### src/rtl/stoch_decode.sv
// rtl/stoch_decode.sv - stochastic bitstream to binary decoder over a 2^W sample window
//
// Purpose: counts the ones in a unipolar stochastic bitstream over 2^W
// qualified (en_i=1) samples and presents the count as a W-bit word.
// The result saturates at 2^W-1, so an all-ones stream reads full scale.
//
// Build option: STOCH_DECODE_CONTINUOUS_EN
//   undefined: single-shot IDLE -> COUNT -> DONE operation.
//   defined:   free-running back-to-back windows once started.
//              Only reset returns the block to IDLE.
//
// Ports:
//   clk_i        rising-edge clock
//   rst_n_i      synchronous active-low reset
//   in_i         stochastic bitstream sample
//   en_i         sample qualifier; in_i is counted only when en_i=1
//   start_i      begin a window; accepted in IDLE or DONE
//   out_o        decoded value, held until the next result
//   out_valid_o  one-cycle strobe, out_o updated this cycle
//   busy_o       high while counting
module stoch_decode #(
  parameter int W = 8
) (
  input  logic         clk_i,
  input  logic         rst_n_i,
  input  logic         in_i,
  input  logic         en_i,
  input  logic         start_i,
  output logic [W-1:0] out_o,
  output logic         out_valid_o,
  output logic         busy_o
);

  typedef enum logic [1:0] {IDLE, COUNT, DONE} state_t;

  state_t         state_q;
  logic [W-1:0]   cnt_q;
  logic [W:0]     acc_q;
  logic [W-1:0]   out_q;
  logic           out_valid_q;

  logic [W:0]     acc_d;
  logic [W-1:0]   sat_d;
  logic           last_d;

  // acc_d includes the current sample so the final sample of a window
  // lands in the result on the same edge that closes the window.
  always_comb begin
    acc_d  = acc_q + {{W{1'b0}}, in_i};
    sat_d  = acc_d[W] ? {W{1'b1}} : acc_d[W-1:0];
    last_d = en_i && (cnt_q == {W{1'b1}});
  end

  always_ff @(posedge clk_i) begin
    if (!rst_n_i) begin
      state_q     <= IDLE;
      cnt_q       <= '0;
      acc_q       <= '0;
      out_q       <= '0;
      out_valid_q <= 1'b0;
    end else begin
      out_valid_q <= 1'b0;
      unique case (state_q)
        IDLE: begin
          if (start_i) begin
            state_q <= COUNT;
            cnt_q   <= '0;
            acc_q   <= '0;
          end
        end
        COUNT: begin
          if (en_i) begin
            if (last_d) begin
              out_q       <= sat_d;
              out_valid_q <= 1'b1;
              // Clearing here means the very next qualified sample starts
              // a fresh window (no bubble in continuous mode).
              cnt_q       <= '0;
              acc_q       <= '0;
`ifndef STOCH_DECODE_CONTINUOUS_EN
              state_q     <= DONE;
`endif
            end else begin
              cnt_q <= cnt_q + {{(W-1){1'b0}}, 1'b1};
              acc_q <= acc_d;
            end
          end
        end
        DONE: begin
          if (start_i) begin
            state_q <= COUNT;
            cnt_q   <= '0;
            acc_q   <= '0;
          end else begin
            state_q <= IDLE;
          end
        end
        default: state_q <= IDLE;
      endcase
    end
  end

  assign out_o       = out_q;
  assign out_valid_o = out_valid_q;
  assign busy_o      = (state_q == COUNT);

endmodule

### config.mk
export PLATFORM = sky130hd
export DESIGN_NAME = stoch_decode
export DESIGN_NICKNAME = d
export VERILOG_FILES = /design/src/rtl/stoch_decode.sv
export SDC_FILE = /design/constraint.sdc
export NUM_CORES = 1
export LEC_CHECK = 0
export BUFFER_PORTS_ARGS = -buffer_cell sky130_fd_sc_hd__buf_2
export CAP_MARGIN = 10
export CORE_MARGIN = 2
export CORE_UTILIZATION = 42
export CTS_CLUSTER_DIAMETER = 200
export DETAILED_ROUTE_END_ITERATION = 12
export SLEW_MARGIN = 20
export SYNTH_ARGS = -nofsm -noshare
export SYNTH_HDL_FRONTEND = slang
export SYNTH_SLANG_ARGS = --single-unit
### constraint.sdc
create_clock -name clk_i -period 2.9 [get_ports clk_i]
set_input_delay 0.435 -clock clk_i [delete_from_list [all_inputs] [get_ports clk_i]]
set_output_delay 0.435 -clock clk_i [all_outputs]
set_load 0.02 [all_outputs]
==> results.toml <==
[outcome]
status = "finished clean"

[global_route]
globalRouteTotalUtil = 0.165
grt_overflow = 0
grt_start_max_net_pins = 17
grt_first_pass_wirelength_um = 4540
antenna_found_initial = 0
via_count_of_the_first_global_routing_pass = 1010

[sta]
final-max-slew-violation-count = 0
report.final.hold_viol_count = 0
post-route-period-util = 0.726
worstMarginPinSlew_ns = 0.613
max_freq_mhz = 475
fin_setup_tns_ns = 0
timing.final.ws_setup_ns = 0.796
finalClockSkew_ns = 0.0132
setup_repair_after_global_routing_missed_its_margin = "no"
finalSetupViolations = 0
layout_min_cycle_time_ns = 2.10
slew_headroom = 0.588

[worst_hold_path]
worst_hold_path_type = "primary input to register"
timing.hold.worst.start = "start_i"
hold-path-endpoint = "state_q[0]"
timing.hold.worst_path_depth = 3

[power]
vdd_drop_max_v = 0.000180
total_power_uw = 686
power_per_cell_area_nw_per_um2 = 466
static-leakage-power_nw = 0.568

[die]
placement_rows = 20
die_outline_area_um2 = 3650
die_width_um = 60.4
ioPinCount = 15
floorplan.initialDensity = 0.441
die_height_um = 60.4
fp.coreArea_um2 = 3030

[clocking]
tritoncts = "built"
cts.sinks = 28
post-cts-setup-buffers = 0
cts_max_level = 1
cts_root_buf = "sky130_fd_sc_hd__clkbuf_4"
clock_tree.buffer_depth = 2
clk_pin_slew_worst_paths_ns = 0.15
cts_resized = 0
clk_latency_ns = 0.32
post_cts_hold_buffer_count = 0
cts_bufs_inserted = 3

[setup_path]
reg2reg_slack_ns = 0.80
timing.reg2reg.worst_path_depth = 5
cp-start-kind = "register"
timing_worst_setup_path_type = "register to register"
critical_path.reg2reg.endpoint = "out_o[7]"
critical_path_required_ns = 3.12
worst_r2r_startpoint = "cnt_q[1]"
arrival_ns = 2.33
endpoint_kind = "register"
top_fanout_value_on_the_critical_path = 11

[route]
antenna_violating_nets_post_route = 0
drt_iter0_markers = 29
remaining_drc_errors = 0
via_per_inst = 5.56
post_drt_wl_per_cell_um = 13.9
first_pass_iters = 4
routed_wl_um = 2680
vias = 1074

[synth]
ys_ff_latch = 28
postSynth.topFlopCell = "sky130_fd_sc_hd__dfxtp_1"
yosysTopAreaCellShare = 0.419
ys_async_sr_fraction = 0
postSynthCellCount = 137
synth.most_common_cell = "sky130_fd_sc_hd__dfxtp_1"
synth_nets = 145
cell_area_after_synthesis_um2 = 1340
synth_sequential_area_ratio = 0.419
synth_top_cells_by_area = "sky130_fd_sc_hd__dfxtp_1 (42%), sky130_fd_sc_hd__o221a_1 (6.7%), sky130_fd_sc_hd__xor2_1 (4.6%)"
number_of_enable_flip_flop_cells_after_synthesis = 0
synth.largest_area_cell = "sky130_fd_sc_hd__dfxtp_1"
synth.cells.most_frequent = "sky130_fd_sc_hd__dfxtp_1 (28), sky130_fd_sc_hd__nor2_1 (13), sky130_fd_sc_hd__nand3_1 (8), sky130_fd_sc_hd__o221a_1 (8)"
yosys.cell_types.count = 36
ys_warn_count = 0
avg_synthesized_cell_area_um2 = 9.75

[cells_and_area]
nNetsFinal = 158
finish.cell_count_without_fillers = 193
diodes = 0
area_growth_pct = 10.2
proportion_of_layout_cells_with_a_drive_suffix_above_1 = 0.161

[placed_design]
dpl_worst_slack_ns = 0.797
dpl.cell_count = 189
dp.final_hpwl_um = 2070
port_buffers = 14
gp_congestion = 0.882

[job]
maxCapViolations = 0
placed cells by master (no fill, tap or decap), drive strengths merged, types with 5 or more instances in the layout:
master	count
xor2	7
a21oi	7
o221a	8
xnor2	5
a31oi	5
nand2	6
dfxtp	28
nor2	14
o21ai	8
nand3	8
buf	14
state kept, by name (all words and copies together), names as in the netlist:
signal / cells
acc_q: 9
cnt_q: 8
out_o: 8
state_q: 2
out_valid_o: 1
report_power, final:
group          leakage [nW]  total [mW]  internal (mW)  switching, mW
registers             0.226       0.391          0.387        0.00387
clock network        0.0279       0.250          0.140          0.111
logic                 0.314      0.0442         0.0140         0.0302
total                 0.568       0.686          0.541          0.145
worst max-delay path: stages, from the launching register on:
cell,delay [ns]
sky130_fd_sc_hd__dfxtp_1,0.46
sky130_fd_sc_hd__ha_1,0.26
sky130_fd_sc_hd__nand2_1,0.12
sky130_fd_sc_hd__nor4_4,0.59
sky130_fd_sc_hd__nand3b_2,0.29
sky130_fd_sc_hd__o221a_1,0.29
layout make-up:
cell class	instances	area (µm²)
inverters	2	7.51
clock buffers	3	22.5
multi-input cells	101	727
well taps	44	55.1
clock inverters	1	30.0
flip-flops and latches	28	561
fillers	308	1560
repair buffers	14	70.1
logic make-up after synthesis:
kind of cell	share of synthesized area
AND/OR/NAND/NOR	0.197
AO/OA/AOI/OAI	0.226
flip-flops	0.419
XOR/XNOR	0.0787
buffers and inverters	0.0365
adder cells (fa/ha/maj)	0.0281
multiplexers	0.0150
per-stage QoR:
stage / instance area (µm²) / hold slack (ns) / utilization
floorplan: 1340 / 0.448 / -
detailed placement: 1420 / 0.482 / 0.469
finish: 1470 / 0.417 / 0.486
global placement: 1420 / 0.473 / 0.469
CTS: 1470 / 0.403 / 0.486
global route: 1470 / 0.410 / 0.486
routing by layer:
layer | wire [µm] | global-route usage | up-vias
met5 | 0 | 0 | -
li1 | - | - | 540
met3 | 67 | 0.0192 | 2
met2 | 1370 | 0.295 | 15
met1 | 1220 | 0.202 | 517
met4 | 18 | 0.0635 | 0
worst max path at each step:
stage                     cells past startpoint  slack, ns      from       end
after global routing                          5       0.57  cnt_q[0]  out_o[5]
after detailed placement                      5       0.80  cnt_q[0]  out_o[1]
after global placement                        5       0.85  cnt_q[0]  out_o[6]
after CTS                                     5       0.78  cnt_q[0]  out_o[7]
after floorplan                               6       1.21      in_i  out_o[0]
final                                         5       0.80  cnt_q[1]  out_o[7]
Power figures use the tool's default switching activity.
